===== src/rtl/beta_pkg.sv =====
// Shared definitions for the decode-stage exception sequencer: FSM states,
// cause codes, default handler vectors and the IRQ vector helper.
package beta_pkg;

    typedef enum logic [1:0] {
        IDLE   = 2'd0,
        INJECT = 2'd1,
        DRAIN  = 2'd2
    } exc_state_t;

    localparam logic [3:0] EXC_CAUSE_NONE     = 4'd0;
    localparam logic [3:0] EXC_CAUSE_ILLOP    = 4'd1;
    localparam logic [3:0] EXC_CAUSE_IRQ_BASE = 4'd8;

    localparam logic [31:0] DEF_ILLOP_VEC    = 32'h8000_0004;
    localparam logic [31:0] DEF_IRQ_VEC_BASE = 32'h8000_0008;

    // Up to 8 IRQ lines, so the winning index always fits 3 bits.
    localparam int IRQ_IDX_W = 3;

    function automatic logic [31:0] irq_vec(input logic [31:0]          base,
                                            input logic [IRQ_IDX_W-1:0] idx);
        return base + (32'(idx) << 2);
    endfunction

endpackage


===== src/rtl/irq_pend_arb.sv =====
// Rising-edge IRQ capture into pending bits, eligibility gating by mask and
// supervisor mode, and a fixed lowest-index-first priority encoder.
module irq_pend_arb
    import beta_pkg::*;
#(
    parameter int NUM_IRQ = 4
) (
    input  logic                 clk,
    input  logic                 rst_n,
    input  logic [NUM_IRQ-1:0]   irq_i,
    input  logic [NUM_IRQ-1:0]   irq_mask_i,
    input  logic                 sup_i,
    input  logic [NUM_IRQ-1:0]   ack_i,
    output logic                 any_irq_o,
    output logic [IRQ_IDX_W-1:0] irq_idx_o
);

    logic [NUM_IRQ-1:0] prev_q;
    logic [NUM_IRQ-1:0] pend_q, pend_d;
    logic [NUM_IRQ-1:0] rise;
    logic [NUM_IRQ-1:0] elig;

    assign rise = irq_i & ~prev_q;

    // A fresh edge wins over an ack landing in the same cycle.
    assign pend_d = (pend_q & ~ack_i) | rise;

    // prev resets high so a line already asserted across reset needs a new edge.
    always_ff @(posedge clk or negedge rst_n) begin
        if (!rst_n) begin
            prev_q <= '1;
            pend_q <= '0;
        end else begin
            prev_q <= irq_i;
            pend_q <= pend_d;
        end
    end

    assign elig      = pend_q & irq_mask_i & {NUM_IRQ{~sup_i}};
    assign any_irq_o = |elig;

    always_comb begin
        irq_idx_o = '0;
        for (int i = NUM_IRQ - 1; i >= 0; i--) begin
            if (elig[i]) begin
                irq_idx_o = IRQ_IDX_W'(i);
            end
        end
    end

endmodule


===== src/rtl/exc_ctrl.sv =====
// Decode-stage exception sequencer: picks illegal-opcode or IRQ traps, injects
// BNE_EXCEPT into decode, redirects fetch to the handler and drains the pipe.
module exc_ctrl
    import beta_pkg::*;
#(
    parameter int          NUM_IRQ      = 4,
    parameter logic [31:0] ILLOP_VEC    = DEF_ILLOP_VEC,
    parameter logic [31:0] IRQ_VEC_BASE = DEF_IRQ_VEC_BASE,
    parameter int          DRAIN_CYC    = 2
) (
    input  logic               clk,
    input  logic               rst_n,
    input  logic [NUM_IRQ-1:0] irq,
    input  logic [NUM_IRQ-1:0] irq_mask,
    input  logic               op_ill,
    input  logic               stall,
    input  logic [31:0]        pc_decode,
    output logic               exc_inject,
    output logic               exc_flush,
    output logic               exc_redirect,
    output logic [31:0]        exc_vec,
    output logic [3:0]         exc_cause,
    output logic [NUM_IRQ-1:0] irq_ack,
    output logic               busy
);

    localparam int CNT_W = (DRAIN_CYC > 1) ? $clog2(DRAIN_CYC) : 1;

    exc_state_t           state_q, state_d;
    logic [CNT_W-1:0]     cnt_q, cnt_d;
    logic [3:0]           cause_q, cause_d;
    logic [31:0]          vec_q, vec_d;
    logic                 is_irq_q, is_irq_d;
    logic [IRQ_IDX_W-1:0] idx_q, idx_d;

    logic                 any_irq;
    logic [IRQ_IDX_W-1:0] irq_idx;
    logic [NUM_IRQ-1:0]   ack_onehot;
    logic                 unused_pc_bits;

    assign unused_pc_bits = ^pc_decode[30:0];

    irq_pend_arb #(
        .NUM_IRQ (NUM_IRQ)
    ) u_arb (
        .clk        (clk),
        .rst_n      (rst_n),
        .irq_i      (irq),
        .irq_mask_i (irq_mask),
        .sup_i      (pc_decode[31]),
        .ack_i      (irq_ack),
        .any_irq_o  (any_irq),
        .irq_idx_o  (irq_idx)
    );

    always_ff @(posedge clk or negedge rst_n) begin
        if (!rst_n) begin
            state_q  <= IDLE;
            cnt_q    <= '0;
            cause_q  <= EXC_CAUSE_NONE;
            vec_q    <= '0;
            is_irq_q <= 1'b0;
            idx_q    <= '0;
        end else begin
            state_q  <= state_d;
            cnt_q    <= cnt_d;
            cause_q  <= cause_d;
            vec_q    <= vec_d;
            is_irq_q <= is_irq_d;
            idx_q    <= idx_d;
        end
    end

    always_comb begin
        state_d  = state_q;
        cnt_d    = cnt_q;
        cause_d  = cause_q;
        vec_d    = vec_q;
        is_irq_d = is_irq_q;
        idx_d    = idx_q;
        unique case (state_q)
            IDLE: begin
                // Winner is latched here so INJECT outputs come straight from flops.
                if ((op_ill || any_irq) && !stall) begin
                    state_d = INJECT;
                    if (op_ill) begin
                        cause_d  = EXC_CAUSE_ILLOP;
                        vec_d    = ILLOP_VEC;
                        is_irq_d = 1'b0;
                    end else begin
                        cause_d  = EXC_CAUSE_IRQ_BASE | {1'b0, irq_idx};
                        vec_d    = irq_vec(IRQ_VEC_BASE, irq_idx);
                        is_irq_d = 1'b1;
                        idx_d    = irq_idx;
                    end
                end
            end
            INJECT: begin
                state_d = DRAIN;
                cnt_d   = CNT_W'(DRAIN_CYC - 1);
            end
            DRAIN: begin
                if (cnt_q == '0) begin
                    state_d = IDLE;
                end else begin
                    cnt_d = cnt_q - CNT_W'(1);
                end
            end
            default: begin
                state_d = IDLE;
            end
        endcase
    end

    assign ack_onehot   = NUM_IRQ'(1) << idx_q;

    assign exc_inject   = (state_q == INJECT);
    assign exc_redirect = (state_q == INJECT);
    assign exc_flush    = (state_q == DRAIN);
    assign busy         = (state_q != IDLE);
    assign exc_vec      = (state_q == INJECT) ? vec_q : '0;
    assign exc_cause    = cause_q;
    assign irq_ack      = (state_q == INJECT && is_irq_q) ? ack_onehot : '0;

endmodule

===== config.mk =====
export PLATFORM = sky130hd
export DESIGN_NAME = exc_ctrl
export DESIGN_NICKNAME = d
export VERILOG_FILES = /design/src/rtl/beta_pkg.sv /design/src/rtl/irq_pend_arb.sv /design/src/rtl/exc_ctrl.sv
export SDC_FILE = /design/constraint.sdc
export NUM_CORES = 1
export LEC_CHECK = 0
export BUFFER_PORTS_ARGS = -buffer_cell sky130_fd_sc_hd__buf_2
export CORE_MARGIN = 4
export CORE_UTILIZATION = 44
export CTS_BUF_LIST = sky130_fd_sc_hd__clkbuf_8
export DETAILED_ROUTE_END_ITERATION = 16
export PLACE_DENSITY = 0.87
export SLEW_MARGIN = 20
export SYNTH_ARGS = -nofsm -noshare
export SYNTH_HDL_FRONTEND = slang
export SYNTH_SLANG_ARGS = --single-unit

===== constraint.sdc =====
create_clock -name clk -period 2.3 [get_ports clk]
set_input_delay 0.115 -clock clk [delete_from_list [all_inputs] [get_ports clk]]
set_output_delay 0.115 -clock clk [all_outputs]
set_load 0.05 [all_outputs]

==> results.md, run 1 <==
- Max-cap violation count: 0
- CP Launch Type: flip-flop
- Hold crit path type: in -> reg
- Clock latency on the worst-skew pair: 260 ps
- Kind of capture point of the worst setup path: primary output
- Post-synthesis share of cell area spent on and, or, nand and nor gates: 11.5%
- Core region area: 2480 um^2
- Clock Path Buffers: 2
- Cell type group with the largest total delay on the critical path: buffers and inverters
- Overall die width: 59.0 um
- Peak supply drop: 0.744 mV
- Post-Synthesis Cells: 124
- Number of antenna violations at the first check in global routing: 0
- Via density per instance: 4.49
- Crit path buffers/inverters: 2
- Routability congestion estimate from global placement: 0.741
- Number of synthesized flops with an enable pin: 0
- Max Fclk: 0.544 GHz
- Combined area of all synthesized cells: 1150 um^2
- Area share of the largest cell type after synthesis: 30.6%
- Maximum fanout along the worst path: 9
- Router iterations before antenna repair: 4
- Overall routing resource usage: 12.6%
- First-pass GRT wire length: 3280 um
- Final setup violation count: 0
- Top flip-flop cell by instance count after synthesis: sky130_fd_sc_hd__dfrtp_1
- Via count of the first global-routing pass: 746
- Sequential share of the synthesized area: 39.7%
- Crit share post-route: 80.0%
- Post-route antenna net violation count: 0
- Critical register-to-register path endpoint: exc_cause[0]
- Final antenna diode count: 0
- Syn_area_per_cell: 9.24 um^2
- List of cells traversed by the critical path: inv_1 > ha_1 > nand3_1 > nor2_2 > buf_2
- Synth async-reset ratio: 100%
- Synth Area in Compound Gates: 16.8%
- FILL cells: 247
- Deepest level of the CTS H-tree: 1
- Aggregate negative setup slack: 0 ps
- Total power divided by cell area: 1290 nW/um^2
- Number of cells traversed by the worst hold path: 2
- Total setup buffers inserted after CTS: 0
- Number of DRC violations after detailed routing: 0
- Number of DRC violations after detailed-routing iteration 0: 8
- Area of the die: 3490 um^2
- WS Path Type: reg -> out
- Hold Path Origin: op_ill
- Clock Pin Slew Worst Setup and Hold Paths: 70 ps
- Fraction of synthesized area in multiplexers: 1.75%
- Final clock skew: 8.61 ps
- Maximum number of pins on one net before global-route repair: 19
- Result of the run: finished, final reports clean
- End point of the most critical hold path: vec_q[3]
- Routed wirelength normalized by instance count: 11.3 um
- Placed wire-length estimate: 1650 um
- Yosys warning count: 0
- Cell with the biggest individual delay on the critical path: sky130_fd_sc_hd__dfrtp_1
- Worst r2r src: state_q[1]
- Number of port buffers: 27
- Leakage power: 0.680 nW
- Fin util: 51.6%
- Cell count of the worst reg-to-reg path: 6
- # rows: 18
- Largest area contributor in the synthesized netlist: sky130_fd_sc_hd__dfrtp_1
- Area growth from synthesis to final layout: 11.6%
- Setup repair after global routing missed its margin: false
- CP arrival: 1720 ps
- Vias: 831
- Main combinational cell family by area after synthesis: buffers and inverters
- Clock tree from TritonCTS: built
- Fraction of layout instances using a drive strength above 1: 27.7%
- Synth Area in Adders: 4.37%
- Number of top-level design ports: 88
- Flop-to-flop setup slack: 740 ps
- Ranking of synthesized cells by area: sky130_fd_sc_hd__dfrtp_1 31%, sky130_fd_sc_hd__buf_4 22%, sky130_fd_sc_hd__dfstp_2 9.2%
- Wirelength, routed: 2090 um
- Area share of xor/xnor cells in the synthesized design: 0%
- Number of sinks on the clock net: 18
- Required time at the worst-slack endpoint: 2180 ps
- Fin nets: 204
- Master cell of the clock root buffer: sky130_fd_sc_hd__clkbuf_8
- Total CTS buffers: 3
- Initial cell density of the core: 46.3%
- Number of distinct library cells after synthesis: 27
- Overflow left after global routing: 0
- Final Hold Violating Endpoints: 0
- Largest stage delay, worst path: 400 ps
- Fin. max-slew vios: 0
- Period minus WS final: 1840 ps
- Die Height: 59.0 um
- Flip-flop and latch count after synthesis: 18
==> stage by stage <==
step / std cells / hold slack, ps / total power, mW / setup slack (ps) / cell area [um^2]
global route: 185 / 142 / 1.76 / 278 / 1280
detailed placement: 176 / 67.5 / 1.43 / 754 / 1180
finish: 185 / 142 / 1.65 / 461 / 1280
floorplan: 152 / -181 / 1.33 / 128 / 1260
CTS: 185 / 133 / 1.66 / 445 / 1280
global placement: 176 / 63.7 / 1.41 / 749 / 1180
==> layout make-up <==
type	instances	area [um^2]	area share (%)
timing repair buffer	32	185	14.5
inverter	12	45.0	3.52
multi-input combinational	89	510	39.9
sequential	18	455	35.6
clock inverter	1	3.75	0.294
tap	30	37.5	2.94
clock buffer	3	41.3	3.23
==> power breakdown <==
part	internal (mW)	switching, mW
clock	0.119	0.102
sequential	0.419	0.0914
combinational	0.229	0.688
==> cell usage after synthesis, drive strengths merged, types with 2 or more instances <==
| master | number |
|---|---|
| a21oi | 11 |
| and2 | 4 |
| buf | 33 |
| dfrtp | 14 |
| dfstp | 4 |
| ha | 4 |
| inv | 12 |
| mux2i | 2 |
| nand2 | 7 |
| nand3 | 3 |
| nor2 | 8 |
| o21ai | 5 |
| o22ai | 4 |
==> state kept, by name, indices dropped and copies added, names as in the netlist <==
signal	flops
u_arb.pend_q	4
u_arb.prev_q	4
exc_cause	3
idx_q	2
state_q	2
vec_q	2
cnt_q	1
==> timing repair <==
item                                   in CTS  in global routing
gates resized for setup                     0                  0
setup endpoints to repair                   0                  0
endpoints found under the hold margin      18                  0
hold buffers                                5                  0
==> logic make-up after synthesis <==
logic type / count (synthesis)
adder cells (fa/ha/maj): 4
buffers and inverters: 45
AO/OA/AOI/OAI: 28
flip-flops: 18
multiplexers: 2
AND/OR/NAND/NOR: 26
other: 1
==> worst register-to-register path, stage by stage, from the launching register on <==
cell	delay, ps
sky130_fd_sc_hd__dfrtp_1	400
sky130_fd_sc_hd__inv_1	140
sky130_fd_sc_hd__ha_1	230
sky130_fd_sc_hd__inv_1	80
sky130_fd_sc_hd__nor2_1	360
sky130_fd_sc_hd__o22ai_1	130
sky130_fd_sc_hd__a31oi_1	150
==> layout by cell type, fill, tap and decap left out <==
master / netlist / final
sky130_fd_sc_hd__a22oi_1: 1 / 1
sky130_fd_sc_hd__a221o_1: 1 / 1
sky130_fd_sc_hd__a21oi_1: 11 / 11
sky130_fd_sc_hd__nand2b_1: 1 / 1
sky130_fd_sc_hd__a41oi_4: 1 / 1
sky130_fd_sc_hd__o21bai_1: 1 / 1
sky130_fd_sc_hd__nor2_1: 8 / 7
sky130_fd_sc_hd__clkbuf_8: 0 / 3
sky130_fd_sc_hd__o211ai_2: 1 / 1
sky130_fd_sc_hd__inv_1: 12 / 13
sky130_fd_sc_hd__conb_1: 1 / 29
sky130_fd_sc_hd__nand2_2: 4 / 4
sky130_fd_sc_hd__mux2i_1: 2 / 2
sky130_fd_sc_hd__or2_2: 1 / 1
sky130_fd_sc_hd__or4_1: 1 / 1
sky130_fd_sc_hd__buf_2: 0 / 27
sky130_fd_sc_hd__ha_1: 4 / 4
sky130_fd_sc_hd__nand3_1: 3 / 3
sky130_fd_sc_hd__nor3_2: 0 / 1
sky130_fd_sc_hd__dfrtp_1: 14 / 14
sky130_fd_sc_hd__o21a_1: 1 / 1
sky130_fd_sc_hd__a2bb2oi_1: 1 / 1
sky130_fd_sc_hd__o22ai_1: 4 / 4
sky130_fd_sc_hd__nor2_2: 0 / 1
sky130_fd_sc_hd__dfstp_2: 4 / 4
sky130_fd_sc_hd__and2_1: 4 / 4
sky130_fd_sc_hd__o21ai_0: 5 / 5
sky130_fd_sc_hd__a31oi_1: 1 / 1
sky130_fd_sc_hd__nand2_1: 3 / 3
sky130_fd_sc_hd__dlygate4sd3_1: 0 / 5
==> metal layers <==
| metal | vias to the layer above | GRT usage, % | share of wire (%) |
|---|---|---|---|
| met5 | - | 0 | 0 |
| met4 | 0 | 6.80 | 2.0 |
| met3 | 5 | 2.83 | 8.1 |
| met2 | 33 | 20.0 | 48 |
| met1 | 382 | 16.0 | 42 |
| li1 | 411 | - | - |
==> worst max-delay path by stage <==
stage	slack, ps	endpoint	from	cells past startpoint
after floorplan	130	u_arb.pend_q[0]	state_q[1]	5
after global placement	750	irq_ack[3]	state_q[1]	5
after detailed placement	750	irq_ack[3]	state_q[1]	5
after CTS	450	irq_ack[3]	state_q[1]	5
after global routing	280	irq_ack[3]	state_q[1]	5
final	460	irq_ack[3]	state_q[1]	5
Note: power is estimated with default switching activity, not from simulation.
==> run 2: changes to the inputs <==
--- a/config.mk
+++ b/config.mk
@@ -5,12 +5,13 @@
 export SDC_FILE = /design/constraint.sdc
 export NUM_CORES = 1
 export LEC_CHECK = 0
+export ABC_AREA = 1
 export BUFFER_PORTS_ARGS = -buffer_cell sky130_fd_sc_hd__buf_2
 export CORE_MARGIN = 4
-export CORE_UTILIZATION = 44
+export CORE_UTILIZATION = 37
 export CTS_BUF_LIST = sky130_fd_sc_hd__clkbuf_8
 export DETAILED_ROUTE_END_ITERATION = 16
-export PLACE_DENSITY = 0.87
+export PLACE_DENSITY = 0.78
 export SLEW_MARGIN = 20
 export SYNTH_ARGS = -nofsm -noshare
 export SYNTH_HDL_FRONTEND = slang
==> constraint.sdc (replaced) <==
create_clock -name clk -period 1.55 [get_ports clk]
set_input_delay 0.0775 -clock clk [delete_from_list [all_inputs] [get_ports clk]]
set_output_delay 0.0775 -clock clk [all_outputs]
set_load 0.05 [all_outputs]
==> results.md, run 2 <==
- CP arrival: 1460 ps (-260 ps)
- Core region area: 2850 um^2 (+15%)
- Result of the run: finished, final reports clean
- Area growth from synthesis to final layout: 22.8%
- Hold crit path type: in -> reg
- Router iterations before antenna repair: 4 (unchanged)
- Largest stage delay, worst path: 410 ps (about the same)
- Via count of the first global-routing pass: 858 (+15%)
- Most frequent cells in the layout: 29 x sky130_fd_sc_hd__conb_1, 27 x sky130_fd_sc_hd__nand2_1, 21 x sky130_fd_sc_hd__buf_2
- Fraction of layout instances using a drive strength above 1: 32.0% (+4.3 points)
- # rows: 19 (+1)
- Crit share post-route: 99.4%
- Area share of the largest cell type after synthesis: 30.6% (+0.033 points)
- Minimum hold slack: 118 ps (-23.5 ps)
- Commonest cells in the netlist: 33 x sky130_fd_sc_hd__buf_4, 28 x sky130_fd_sc_hd__nand2_1, 19 x sky130_fd_sc_hd__inv_1, 14 x sky130_fd_sc_hd__dfrtp_1, 8 x sky130_fd_sc_hd__nor2_1
- Crit path buffers/inverters: 2 (unchanged)
- Number of antenna violations at the first check in global routing: 0 (unchanged)
- Post-Synthesis Cells: 140 (+13%)
- Total CTS buffers: 3 (unchanged)
- Placed wire-length estimate: 1750 um (+6.0%)
- Routability congestion estimate from global placement: 0.828 (+12%)
- Setup repair after global routing missed its margin: true
- Cell type group with the largest total delay on the critical path: flip-flops
- Wirelength, routed: 2240 um (+7.4%)
- Master cell of the clock root buffer: sky130_fd_sc_hd__clkbuf_8
- Overall die width: 63.6 um (+7.8%)
- Number of port buffers: 27 (unchanged)
- Area of the die: 4050 um^2 (+16%)
- Largest area contributor in the synthesized netlist: sky130_fd_sc_hd__dfrtp_1
- Routed wirelength normalized by instance count: 10.9 um (-3.5%)
- Required time at the worst-slack endpoint: 1470 ps (-710 ps)
- WS Path Type: reg -> out
- Non-filler instance count after layout: 206 (+11%)
- Most frequent standard cell in the layout excluding fill and tap cells: sky130_fd_sc_hd__conb_1
- Syn_area_per_cell: 8.18 um^2 (-12%)
- Deepest level of the CTS H-tree: 1 (unchanged)
- Yosys warning count: 0 (unchanged)
- First-pass GRT wire length: 3460 um (+5.7%)
- Top flip-flop cell by instance count after synthesis: sky130_fd_sc_hd__dfrtp_1
- Final clock skew: 6.07 ps (-2.54 ps)
- Cell with the biggest individual delay on the critical path: sky130_fd_sc_hd__dfrtp_1
- Overall routing resource usage: 10.8% (-1.8 points)
- Fin. max-slew vios: 0 (unchanged)
- Final antenna diode count: 0 (unchanged)
- Kind of capture point of the worst setup path: primary output
- Max Fclk: 0.649 GHz
- Leakage power: 0.799 nW (+17%)
- Via density per instance: 4.26 (-5.2%)
- Die Height: 63.6 um (+7.8%)
- Maximum number of pins on one net before global-route repair: 19 (unchanged)
- Peak supply drop: 0.598 mV (-20%)
- Number of distinct library cells after synthesis: 20 (-26%)
- List of cells traversed by the critical path: inv_2 > ha_4 > nand2_8 > nor3_4 > buf_6
- # placed instances: 193 (+9.7%)
- Synth async-reset ratio: 100% (unchanged)
- Clock tree from TritonCTS: built
- Final Hold Violating Endpoints: 0 (unchanged)
- Sequential share of the synthesized area: 39.8% (+0.043 points)
- Flip-flop and latch count after synthesis: 18 (unchanged)
- Clock Pin Slew Worst Setup and Hold Paths: 70 ps (about the same)
- Post-route antenna net violation count: 0 (unchanged)
- Final setup violation count: 0 (unchanged)
- Clock latency on the worst-skew pair: 250 ps (about the same)
- Library cell with the highest instance count after synthesis: sky130_fd_sc_hd__buf_4
- Number of DRC violations after detailed-routing iteration 0: 14 (+6)
- Number of top-level design ports: 88 (unchanged)
- Fin nets: 224 (+9.8%)
- CP Launch Type: flip-flop
- Ranking of synthesized cells by area: sky130_fd_sc_hd__dfrtp_1 31%, sky130_fd_sc_hd__buf_4 22%, sky130_fd_sc_hd__dfstp_2 9.2%
- Total power divided by cell area: 1700 nW/um^2 (+32%)
- Initial cell density of the core: 40.1% (-6.1 points)
- Vias: 877 (+5.5%)
- Period minus WS final: 1540 ps
- Number of sinks on the clock net: 18 (unchanged)
- Max-cap violation count: 0 (unchanged)
- Number of DRC violations after detailed routing: 0 (unchanged)
- Combined area of all synthesized cells: 1140 um^2 (-0.11%)
- Clock Path Buffers: 2 (unchanged)
- Overflow left after global routing: 0 (unchanged)
- Maximum fanout along the worst path: 7 (-2)
- Number of synthesized flops with an enable pin: 0 (unchanged)
[run 2: changes by cell type in the layout (fill, tap and decap cells not counted), moves of 5 or more]
cell	before	now
sky130_fd_sc_hd__a21oi_1	11	3
sky130_fd_sc_hd__buf_2	27	21
sky130_fd_sc_hd__inv_1	13	19
sky130_fd_sc_hd__nand2_1	3	27
sky130_fd_sc_hd__buf_4	0	5
[run 2: path summary, 6_finish.rpt]
check                      cells after the start  startpoint               to  slack, ps
max in group asynchronous                      2       rst_n  u_arb.prev_q[0]        940
min in group asynchronous                      2       rst_n     exc_cause[0]        290
max reg2reg                                    6  state_q[0]         idx_q[0]        210
min reg2reg                                    1   vec_q[31]        vec_q[31]        470
min                                            4      op_ill     exc_cause[1]        120
max                                            5  state_q[1]       irq_ack[1]          9
[run 2: cell families (layout without fill, tap and decap cells)]
kind of cell / count (synthesis) / in the layout / synth area share (%)
other: 1 / 29 / 0.328
AND/OR/NAND/NOR: 52 / 52 / 21.1
AO/OA/AOI/OAI: 12 / 12 / 6.23
flip-flops: 18 / 18 / 39.8
buffers and inverters: 53 / 60 / 28.2
adder cells (fa/ha/maj): 4 / 4 / 4.37
[run 2: cell type report]
class	count	area, um^2
repair buffers	36	245
fillers	272	1450
multi-input cells	97	546
flip-flops and latches	18	457
inverters	20	75.1
well taps	31	38.8
clock inverters	1	3.75
clock buffers	3	41.3
[run 2: report_power, final]
group          leakage (nW)  switching [mW]  total (mW)  internal, mW
clock network        0.0269           0.147       0.323         0.176
logic                 0.574           0.985        1.33         0.349
registers             0.198           0.139       0.741         0.602
[run 2: timing repair]
item / in CTS / in global routing
endpoints found under the setup margin: 5 / 5
hold buffers: 5 / 0
pin swaps: 0 / 2
endpoints found under the hold margin: 18 / 0
gates resized for setup: 6 / 5
setup buffers: 0 / 4
[run 2: stage by stage]
stage	util, %	total power, mW	setup slack, ps	instance area (um^2)	setup TNS (ps)
after floorplan	-	1.88	-53.6	1320	-73.5
after global placement	43.8	1.98	219	1250	0
after detailed placement	43.8	2.00	217	1250	0
after CTS	47.7	2.37	11.7	1360	0
after global routing	49.3	2.56	-48.6	1410	-48.6
final	49.3	2.40	8.86	1410	0
[run 2: routing by layer]
layer  global-route usage (%)  routed length, um  vias up
met3                     3.02                161        2
met4                     4.85                 13        0
met5                        0                  0        -
met2                     20.2               1180       30
li1                         -                  -      442
met1                     11.1                884      403
[run 2: worst min-delay path: stages]
cell	delay [ps]
sky130_fd_sc_hd__buf_2	100
sky130_fd_sc_hd__nor2_1	40
sky130_fd_sc_hd__nand2_1	70
sky130_fd_sc_hd__nand2_1	40
==> run 3: changes to the inputs <==
--- a/config.mk
+++ b/config.mk
@@ -11,6 +11,7 @@
 export CORE_UTILIZATION = 37
 export CTS_BUF_LIST = sky130_fd_sc_hd__clkbuf_8
 export DETAILED_ROUTE_END_ITERATION = 16
+export HOLD_SLACK_MARGIN = 0.15
 export PLACE_DENSITY = 0.78
 export SLEW_MARGIN = 20
 export SYNTH_ARGS = -nofsm -noshare
==> results.md, run 3 (synthesis gave the netlist of run 2 again) <==
- Result of the run: finished, final reports clean
- Max-cap violation count: 0 (unchanged)
- Fin. max-slew vios: 0 (unchanged)
- Aggregate negative setup slack: 0 ps (unchanged)
- Maximum number of pins on one net before global-route repair: 19 (unchanged)
- Clock Pin Slew Worst Setup and Hold Paths: 70 ps (about the same)
- Peak supply drop: 0.599 mV (about the same)
- Flop-to-flop setup slack: 210 ps (about the same)
- Via density per instance: 4.26 (about the same)
- Number of top-level design ports: 88 (unchanged)
- Number of DRC violations after detailed routing: 0 (unchanged)
- CP arrival: 1460 ps (about the same)
- Master cell of the clock root buffer: sky130_fd_sc_hd__clkbuf_8
- Post-Place Worst Slack: 217 ps (unchanged)
- Area of the die: 4050 um^2 (unchanged)
- Fraction of layout instances using a drive strength above 1: 31.8% (-0.18 points)
- Placed wire-length estimate: 1750 um (unchanged)
- Maximum fanout along the worst path: 7 (unchanged)
- Via count of the first global-routing pass: 864 (+0.70%)
- Vias: 881 (+0.46%)
- Total CTS buffers: 3 (unchanged)
- Core region area: 2850 um^2 (unchanged)
- Final clock skew: 5.98 ps (-0.0847 ps)
- Initial cell density of the core: 40.1% (unchanged)
- WS Path Type: reg -> out
- Overall die width: 63.6 um (unchanged)
- Multi-input combinational cell area: 546 um^2 (unchanged)
- First-pass GRT wire length: 3480 um (+0.61%)
- Period minus WS final: 1540 ps (+0.0462 ps)
- Post-route antenna net violation count: 0 (unchanged)
- Hold crit path type: in -> reg
- Non-filler instance count after layout: 207 (+0.49%)
- Fin nets: 225 (+0.45%)
- Router iterations before antenna repair: 4 (unchanged)
- Clock latency on the worst-skew pair: 250 ps (about the same)
- Total power divided by cell area: 1690 nW/um^2 (-0.62%)
- Crit share post-route: 99.4% (about the same)
- Max Fclk: 0.649 GHz (about the same)
- Setup repair after global routing missed its margin: true
- Overflow left after global routing: 0 (unchanged)
- Number of DRC violations after detailed-routing iteration 0: 17 (+3)
- Fin util: 49.6% (+0.35 points)
- Routed wirelength normalized by instance count: 10.9 um (-0.26%)
- Clock Path Buffers: 2 (unchanged)
- Final WS setup: 8.81 ps (-0.0462 ps)
- Final Hold Violating Endpoints: 0 (unchanged)
- Number of cells traversed by the worst hold path: 4 (unchanged)
- Hold Path Origin: stall
- Die Height: 63.6 um (unchanged)
- Number of port buffers: 27 (unchanged)
- Leakage power: 0.803 nW (+0.52%)
- Kind of capture point of the worst setup path: primary output
- Number of antenna violations at the first check in global routing: 0 (unchanged)
- # placed instances: 193 (unchanged)
- Cell count of the worst reg-to-reg path: 6 (unchanged)
- Overall routing resource usage: 10.9% (+0.037 points)
- Required time at the worst-slack endpoint: 1470 ps (about the same)
- Final antenna diode count: 0 (unchanged)
- End point of the most critical hold path: exc_cause[3]
- FILL cells: 271 (-0.37%)
- Total power: 2.40 mW (about the same)
- Wirelength, routed: 2250 um (+0.22%)
- Final setup violation count: 0 (unchanged)
- Routability congestion estimate from global placement: 0.828 (unchanged)
- # rows: 19 (unchanged)
- Most frequent cells in the layout: 29 x sky130_fd_sc_hd__conb_1, 27 x sky130_fd_sc_hd__nand2_1, 21 x sky130_fd_sc_hd__buf_2
- CP Launch Type: flip-flop
- Deepest level of the CTS H-tree: 1 (unchanged)
- Sequential Area: 457 um^2 (unchanged)
- Area growth from synthesis to final layout: 23.7%
- Number of sinks on the clock net: 18 (unchanged)
- Worst r2r src: state_q[0]
- Critical register-to-register path endpoint: idx_q[0]
- Clock tree from TritonCTS: built
- Most frequent standard cell in the layout excluding fill and tap cells: sky130_fd_sc_hd__conb_1
[run 3: cell count changes in the layout (fill, tap and decap cells not counted)]
cell,change
sky130_fd_sc_hd__dlygate4sd3_1,+1
[run 3: per-stage QoR]
stage                     area, um^2  hold WS (ps)
after floorplan                 1320          -218
after global placement          1250          24.0
after detailed placement        1250          30.0
after CTS                       1370           163
after global routing            1420           201
final                           1420           173
[run 3: cell type report]
type | count | area share (%)
clock buffers | 3 | 2.92
clock inverters | 1 | 0.265
inverters | 20 | 5.30
multi-input cells | 97 | 38.5
flip-flops and latches | 18 | 32.2
well taps | 31 | 2.74
repair buffers | 37 | 18.0
[run 3: worst max path at each step]
stage	to	depth (start not counted)	start
6_report	irq_ack[1]	5	state_q[1]
5_1_grt	irq_ack[1]	5	state_q[1]
3_5_place_dp	irq_ack[0]	5	state_q[1]
2_1_floorplan	u_arb.pend_q[0]	5	state_q[1]
3_3_place_gp	irq_ack[0]	5	state_q[1]
4_1_cts	irq_ack[0]	5	state_q[1]
[run 3: worst max-delay path, cell delays in order (launching register included)]
cell	delay [ps]
sky130_fd_sc_hd__dfrtp_1	410
sky130_fd_sc_hd__inv_2	100
sky130_fd_sc_hd__ha_4	200
sky130_fd_sc_hd__nand2_8	90
sky130_fd_sc_hd__nor3_4	220
sky130_fd_sc_hd__buf_6	190
[run 3: routing by layer]
layer	wire, um	share of wire (%)	global-route usage, %
met2	1180	53	20.2
met3	161	7.2	3.02
met4	13	0.58	4.85
met1	889	40	11.2
met5	0	0	0
[run 3: timing repair]
action,in CTS,in global routing
pin swaps,0,2
setup endpoints to repair,5,5
hold buffers,6,0
resized for setup,6,5
hold endpoints to repair,29,0
setup buffers,0,4
[run 3: power by group]
part	internal [mW]	switching (mW)
sequential	0.602	0.139
clock	0.176	0.147
combinational	0.351	0.985
